==> config.mk <==
export PLATFORM = sky130hd
export DESIGN_NAME = seven_seg_mux
export DESIGN_NICKNAME = d
export VERILOG_FILES = /design/src/rtl/seven_seg_pkg.sv /design/src/rtl/seven_seg_scan_timer.sv /design/src/rtl/seven_seg_mux.sv
export SDC_FILE = /design/constraint.sdc
export NUM_CORES = 1
export LEC_CHECK = 0
export CAP_MARGIN = 5
export CORE_ASPECT_RATIO = 0.7
export CORE_MARGIN = 5
export CORE_UTILIZATION = 58
export CTS_CLUSTER_DIAMETER = 60
export DETAILED_ROUTE_END_ITERATION = 16
export GPL_TIMING_DRIVEN = 0
export PLACE_DENSITY = 0.94
export SLEW_MARGIN = 10
export SYNTH_ARGS = -nofsm -noshare
export SYNTH_HDL_FRONTEND = slang
export SYNTH_HIERARCHICAL = 1
export SYNTH_SLANG_ARGS = --single-unit
==> constraint.sdc <==
create_clock -name clk -period 6 [get_ports clk]
set_clock_uncertainty 0.1 [all_clocks]
set_input_delay 0.9 -clock clk [delete_from_list [all_inputs] [get_ports clk]]
set_output_delay 0.9 -clock clk [all_outputs]
set_load 0.1 [all_outputs]
==> src/rtl/seven_seg_pkg.sv <==
// Shared types and the active-high hex-to-segment table for the seven-segment display path.
package seven_seg_pkg;

  localparam int unsigned SEG_W    = 7;
  localparam int unsigned NIBBLE_W = 4;

  typedef logic [SEG_W-1:0] seg_t;

  // Bit order {g,f,e,d,c,b,a}, 1 = lit
  localparam seg_t SEG_LUT [16] = '{
    7'h3F, 7'h06, 7'h5B, 7'h4F,
    7'h66, 7'h6D, 7'h7D, 7'h07,
    7'h7F, 7'h6F, 7'h77, 7'h7C,
    7'h39, 7'h5E, 7'h79, 7'h71
  };

  function automatic seg_t hex_to_seg(input logic [NIBBLE_W-1:0] nibble);
    return SEG_LUT[nibble];
  endfunction

endpackage

==> src/rtl/seven_seg_scan_timer.sv <==
// Slot divider and digit scan counter; flags the dead-time window and the frame wrap cycle.
module seven_seg_scan_timer #(
  parameter int unsigned NUM_DIGITS  = 4,
  parameter int unsigned REFRESH_DIV = 50000,
  parameter int unsigned DEAD_CYCLES = 1,
  localparam int unsigned DIV_W = $clog2(REFRESH_DIV),
  localparam int unsigned IDX_W = (NUM_DIGITS > 1) ? $clog2(NUM_DIGITS) : 1
) (
  input  logic             clk,
  input  logic             rst,
  output logic [DIV_W-1:0] div_cnt,
  output logic [IDX_W-1:0] digit_idx,
  output logic             slot_start,
  output logic             in_dead,
  output logic             frame_wrap
);

  localparam logic [DIV_W-1:0] DIV_LAST = DIV_W'(REFRESH_DIV - 1);
  localparam logic [IDX_W-1:0] IDX_LAST = IDX_W'(NUM_DIGITS - 1);

  logic slot_end;

  always_comb begin
    slot_end   = (div_cnt == DIV_LAST);
    slot_start = (div_cnt == '0);
    in_dead    = (32'(div_cnt) < DEAD_CYCLES);
    frame_wrap = slot_end && (digit_idx == IDX_LAST);
  end

  always_ff @(posedge clk) begin
    if (rst) begin
      div_cnt   <= '0;
      digit_idx <= '0;
    end else begin
      div_cnt <= slot_end ? '0 : div_cnt + 1'b1;
      if (slot_end) begin
        digit_idx <= (digit_idx == IDX_LAST) ? '0 : digit_idx + 1'b1;
      end
    end
  end

endmodule

==> src/rtl/seven_seg_mux.sv <==
// Double-buffered, time-multiplexed hex display driver with dead time and pin polarity control.
// Optional build macro LEADING_ZERO_BLANK_EN auto-blanks digits above the top nonzero nibble.
module seven_seg_mux
  import seven_seg_pkg::*;
#(
  parameter int unsigned NUM_DIGITS     = 4,
  parameter int unsigned REFRESH_DIV    = 50000,
  parameter int unsigned DEAD_CYCLES    = 1,
  parameter bit          SEG_ACTIVE_LOW = 1'b1,
  parameter bit          DIG_ACTIVE_LOW = 1'b1
) (
  input  logic                         clk,
  input  logic                         rst,
  input  logic [NIBBLE_W*NUM_DIGITS-1:0] value,
  input  logic                         load,
  input  logic [NUM_DIGITS-1:0]        blank_mask,
  input  logic [NUM_DIGITS-1:0]        dp_mask,
  output logic [SEG_W-1:0]             segment,
  output logic                         dp,
  output logic [NUM_DIGITS-1:0]        digit_sel,
  output logic                         frame_done
);

  localparam int unsigned VAL_W = NIBBLE_W * NUM_DIGITS;
  localparam int unsigned DIV_W = $clog2(REFRESH_DIV);
  localparam int unsigned IDX_W = (NUM_DIGITS > 1) ? $clog2(NUM_DIGITS) : 1;

  logic [DIV_W-1:0]      div_cnt;
  logic [IDX_W-1:0]      digit_idx;
  logic                  slot_start;
  logic                  in_dead;
  logic                  frame_wrap;
  logic                  unused_slot_start;

  logic [VAL_W-1:0]      pending;
  logic [VAL_W-1:0]      shadow;
  logic [NUM_DIGITS-1:0] lz_mask;
  logic [NIBBLE_W-1:0]   nibble;
  logic                  blank_now;
  seg_t                  seg_next;
  logic                  dp_next;
  logic [NUM_DIGITS-1:0] sel_next;

  seg_t                  seg_q;
  logic                  dp_q;
  logic [NUM_DIGITS-1:0] sel_q;
  logic                  frame_done_q;

  seven_seg_scan_timer #(
    .NUM_DIGITS (NUM_DIGITS),
    .REFRESH_DIV(REFRESH_DIV),
    .DEAD_CYCLES(DEAD_CYCLES)
  ) u_scan_timer (
    .clk       (clk),
    .rst       (rst),
    .div_cnt   (div_cnt),
    .digit_idx (digit_idx),
    .slot_start(slot_start),
    .in_dead   (in_dead),
    .frame_wrap(frame_wrap)
  );

  assign unused_slot_start = slot_start;

  // Shadow only changes at the frame wrap so a frame never mixes two values
  always_ff @(posedge clk) begin
    if (rst) begin
      pending <= '0;
      shadow  <= '0;
    end else begin
      if (load) begin
        pending <= value;
      end
      if (frame_wrap) begin
        shadow <= load ? value : pending;
      end
    end
  end

`ifdef LEADING_ZERO_BLANK_EN
  always_comb begin
    logic all_zero;
    lz_mask  = '0;
    all_zero = 1'b1;
    for (int i = int'(NUM_DIGITS) - 1; i > 0; i--) begin
      all_zero   = all_zero && (shadow[NIBBLE_W*i +: NIBBLE_W] == '0);
      lz_mask[i] = all_zero;
    end
  end
`else
  assign lz_mask = '0;
`endif

  always_comb begin
    nibble    = shadow[NIBBLE_W*digit_idx +: NIBBLE_W];
    blank_now = blank_mask[digit_idx];
    seg_next  = (blank_now || lz_mask[digit_idx]) ? '0 : hex_to_seg(nibble);
    dp_next   = blank_now ? 1'b0 : dp_mask[digit_idx];
    sel_next  = in_dead ? '0 : (NUM_DIGITS'(1) << digit_idx);
  end

  always_ff @(posedge clk) begin
    if (rst) begin
      seg_q        <= '0;
      dp_q         <= 1'b0;
      sel_q        <= '0;
      frame_done_q <= 1'b0;
    end else begin
      seg_q        <= seg_next;
      dp_q         <= dp_next;
      sel_q        <= sel_next;
      frame_done_q <= frame_wrap;
    end
  end

  assign segment    = seg_q ^ {SEG_W{SEG_ACTIVE_LOW}};
  assign dp         = dp_q ^ SEG_ACTIVE_LOW;
  assign digit_sel  = sel_q ^ {NUM_DIGITS{DIG_ACTIVE_LOW}};
  assign frame_done = frame_done_q;

endmodule

Word level (Yosys, flattened, before mapping):

Memories as Yosys holds them, arrays and structs flattened. A register that Yosys moved wholly into a read port is not among the register bits.
Index checks and enable logic that the tools add are counted.

* ROM bits: 112
* word-level logic and storage cells: 34
* memories: 1
* bits of input ports: 27
* flip-flop bits (word level): 56
* output and inout bits: 13

* reduce and logical (&&, ||, !) cells: 6
* shift operators: 2
* bitwise operators: 4
* $lt $le $gt $ge: 2
* multiplexer cells: 8
* $add $sub $neg: 2
* equality and inequality tests: 2

Memories
* (no name shown): words 16, bits a word 7, read ports 1, clocked after memory_dff 1, wr ports 0, line seven_seg_pkg.sv:18 `return SEG_LUT[nibble];`

Operators by type and width (number)
* adder 16 x 1 -> 16 bit (second input constant): 1
* equality test 16 bit (second input constant): 1
* < comparator 16 x 1 -> 1 bit (second input constant): 1
* two-way mux 16 bit: 1
* indexed part select 16 x 5 -> 4 bit: 1
* OR reduction 2 bit: 4
* inverter 7 bit: 1
* binary-select mux 1 bit (select 2 bit): 3
* inverter 4 -> 5 bit: 1
* inverter 4 bit: 1
* left shift 1 x 2 -> 4 bit (first input constant): 1
* < comparator 2 x 3 -> 1 bit (second input constant): 1
* two-way mux 1 bit: 3
* adder 2 x 1 -> 2 bit (second input constant): 1
* equality test 2 bit (second input constant): 1
* two-way mux 2 bit: 1
* logical AND 1 bit: 1
* logical OR 1 bit: 1
* inverter 1 bit: 1

Logic depth before layout (Yosys ltp):

* word-level depth: 4
* gate-level depth with buffers: 8
* depth with buffers taken out: 7

Modules after synthesis:

The synthesis kept the hierarchy.

By module, submodules not included
* seven_seg_mux: area each 1863.0 µm², seq. area each 900.9 µm², times used 1, cells each 184
* seven_seg_scan_timer: area each 885.8 µm², seq. area each 360.3 µm², times used 1, cells each 103

Worst setup path after synthesis:

No wires, ideal clock.

* kind: reg-to-reg
* from: register u_scan_timer.div_cnt[12]
* to: register shadow[10]
* data required time: 5.814 ns
* period minus slack after synthesis: 2.289 ns
* path buffers: 2
* setup time: 0.086 ns
* setup slack: 3.711 ns
* arrival: 2.104 ns
* cell stages (with the launch flop): 8
* cells stage by stage: dfxtp_1 -> or4_4 -> nor4_4 -> and2_1 -> clkbuf_1 -> clkbuf_1 -> nor2_1 -> a211oi_1

* longest elaborated chain between the ends: 2

RTL lines
* start: declaration: line seven_seg_scan_timer.sv:11 `output logic [DIV_W-1:0] div_cnt,`
* start signal: assignment: line seven_seg_scan_timer.sv:35 `div_cnt <= slot_end ? '0 : div_cnt + 1'b1;`
* equality test 16 bit: line seven_seg_scan_timer.sv:24 `slot_end = (div_cnt == DIV_LAST);`
* logical AND 1 bit: line seven_seg_scan_timer.sv:27 `frame_wrap = slot_end && (digit_idx == IDX_LAST);`
* named net frame_wrap: line seven_seg_mux.sv:32 `logic frame_wrap;`
* end signal: assignment: line seven_seg_mux.sv:75 `shadow <= load ? value : pending;`
* end: declaration: line seven_seg_mux.sv:36 `logic [VAL_W-1:0] shadow;`

The timed path passes the listed nets, and every way through them passes these cells.
A chain may end at the register's enable or synchronous reset.

Worst setup path in the final report:

* from: register sel_q[1]
* to: output digit_sel[1]

* longest elaborated chain between the ends: 1

RTL lines
* start: declaration: line seven_seg_mux.sv:46 `logic [NUM_DIGITS-1:0] sel_q;`
* start signal: assignment: line seven_seg_mux.sv:111 `sel_q <= sel_next;`
* inverter 4 bit (no source line)
* end: declaration: line seven_seg_mux.sv:20 `output logic [NUM_DIGITS-1:0] digit_sel,`

Every way passes these cells.

==> metrics.yaml <==
status: "completed"
pin_count: 40
setup_ws_ns: 3.20
fin_nets: 372
drtIter0Drc: 153
ant_nets: 0
yosysWarnings: 6
finalCritPeriodShare_pct: 46.7
grt.overflow.total: 0
grt_max_degree: 11
max_slew_margin_pct: 34.4
gp_congestion: 0.850
final_util_pct: 75.9
dr.pass1.iters: 5
r2r_slack_ns: 3.36
viasPerCell: 5.46
syn_area_per_cell_um2: 9.62
drive_gt1_share_pct: 7.37
clk_path_buf_depth: 2
place_worst_setup_slack_ns: 3.30
whs_path_depth: 1
fin_tns_setup_ns: 0
drcViolationCount: 0
synth_nets: 323
post-dp-hpwl_mm: 4.16
cap_viol_max_count: 0
cts-hold-fix-buffers: 0
clk_pin_slew_ns: 0.07
die-height_um: 67.5
vias: 2153
crit_required_ns: 5.00
port_buffers: 38
area_delta_synth_final_pct: 23.3
clockRootBuffer: "clkbuf_8"
initial_core_util_pct: 61.5
p_sw_share_pct: 23.9
crit_buf_inv: 2
use_met1_pct: 25.4
fmax_mhz: 357
p_comb_share_pct: 9.5
cts.sinks: 63
leakagePower_nw: 1.27
die_x_um: 92.2
cp_data_arrival_time_ns: 1.80
core_um2: 4450
antenna_cells: 0
routedWlPerCell_um: 14.8
drv_slew: 0
p_seq_share_pct: 49.7
die_area_um2: 6220
crit_family: "buffers and inverters"
cts_tree: "built"
crit_path_max_fanout: 1
drt_wl_total_mm: 5.82
row_count: 20
track_usage_pct: 20.8
insertion_delay_ns: 0.34
p_per_area_nw_per_um2: 258
reg2reg_depth: 7
hold_violations: 0
p_int_w: 0.000664
post_dp_cell_area_um2: 3190
start_kind: "register"
setup_viol: 0
p_sw_w: 0.000209
criticalPathCategory: "reg -> out"
antenna_found_initial: 0
cts_setup_buffers: 0
cts_resized: 0
htree_levels: 3
grt_pass1_vias: 2111
period_minus_slack_ns: 2.80
slowest_delay_ns: 1.13
final_area_um2: 3380
cp.depth: 2
total_power_w: 0.000873
clkPwrFrac_pct: 40.8
crit_chain: "inv_1 -> clkdlybuf4s50_1"
crit_slowest_cell: "clkdlybuf4s50_1"
grt-busiest-layer: "met2"
vdd.ir_drop.worst_mv: 0.133
end_kind: "output port"
cts_buffers: 9
synth_area_um2: 2740
synth_cells: 285
hp-class: "reg -> reg"
grt_first_pass_wirelength_mm: 9.84
rsz0062_at_grt: "false"
worst_slew_pin_slew_ns: 0.982
use_met3_pct: 8.80
use_met2_pct: 34.6
==> metal layers <==
layer  wire length [um]  vias to the layer above
met5                  0                        -
met4                 74                        0
met3                409                       13
met2               2600                       81
met1               2730                      993
li1                   -                     1066
==> worst paths after layout <==
check	start	endpoint
max	sel_q[1]$_SDFF_PP0_	digit_sel[1]
min	u_scan_timer/div_cnt[0]$_SDFF_PP0_	u_scan_timer/div_cnt[0]$_SDFF_PP0_
max reg2reg	u_scan_timer/div_cnt[12]$_SDFF_PP0_	shadow[14]$_SDFFE_PP0P_
min reg2reg	u_scan_timer/div_cnt[0]$_SDFF_PP0_	u_scan_timer/div_cnt[0]$_SDFF_PP0_
==> state kept, by name (all words and copies together) (netlist names) <==
name / cells
seg_q: 7
shadow: 16
u_scan_timer/div_cnt: 16
sel_q: 4
dp_q: 1
frame_done: 1
pending: 16
u_scan_timer/digit_idx: 2
==> stage by stage <==
stage	hold WS (ns)	instances
floorplan	0.341	285
global placement	0.364	378
detailed placement	0.376	378
CTS	0.387	394
global route	0.428	394
finish	0.388	394
==> layout by cell type, fill, tap and decap left out, types with 2 or more instances in the layout <==
master            n
buf_2             2
clkinv_2          3
buf_1             2
mux2i_1          19
nand4_1           5
dfxtp_1          63
nand2_1           6
a21oi_1           2
nand3_1           6
inv_1            25
clkbuf_8         10
clkdlybuf4s50_1  38
ha_1             11
nor3_1            4
nor4b_1           2
xnor2_1          13
and2_1            2
clkbuf_1         12
a211oi_1         16
a221oi_1          5
mux4_1            2
nor2_1           58
buf_6             2
mux4_2            4
nor4_1            6
o21ai_0           2
or3_1             2
nor2b_1           4
==> power groups by stage <==
stage,Sequential (W),Combinational [W],Clock [W]
after CTS,0.000434,0.0000832,0.000362
final,0.000434,0.0000827,0.000356
after global placement,0.000443,0.0000808,0
after floorplan,0.000442,0.0000527,0
after global routing,0.000435,0.0000894,0.000386
after detailed placement,0.000443,0.0000828,0
==> area by class of cell <==
type,instances,area (um2)
Fill cell,307,1070
Tap cell,55,68.8
Inverter,25,93.8
Timing Repair Buffer,38,380
Clock buffer,12,145
Clock inverter,4,45.0
Sequential cell,63,1260
Multi-Input combinational cell,180,1290
Buffer,17,92.6
No activity file was read; power rests on OpenSTA's default activity.
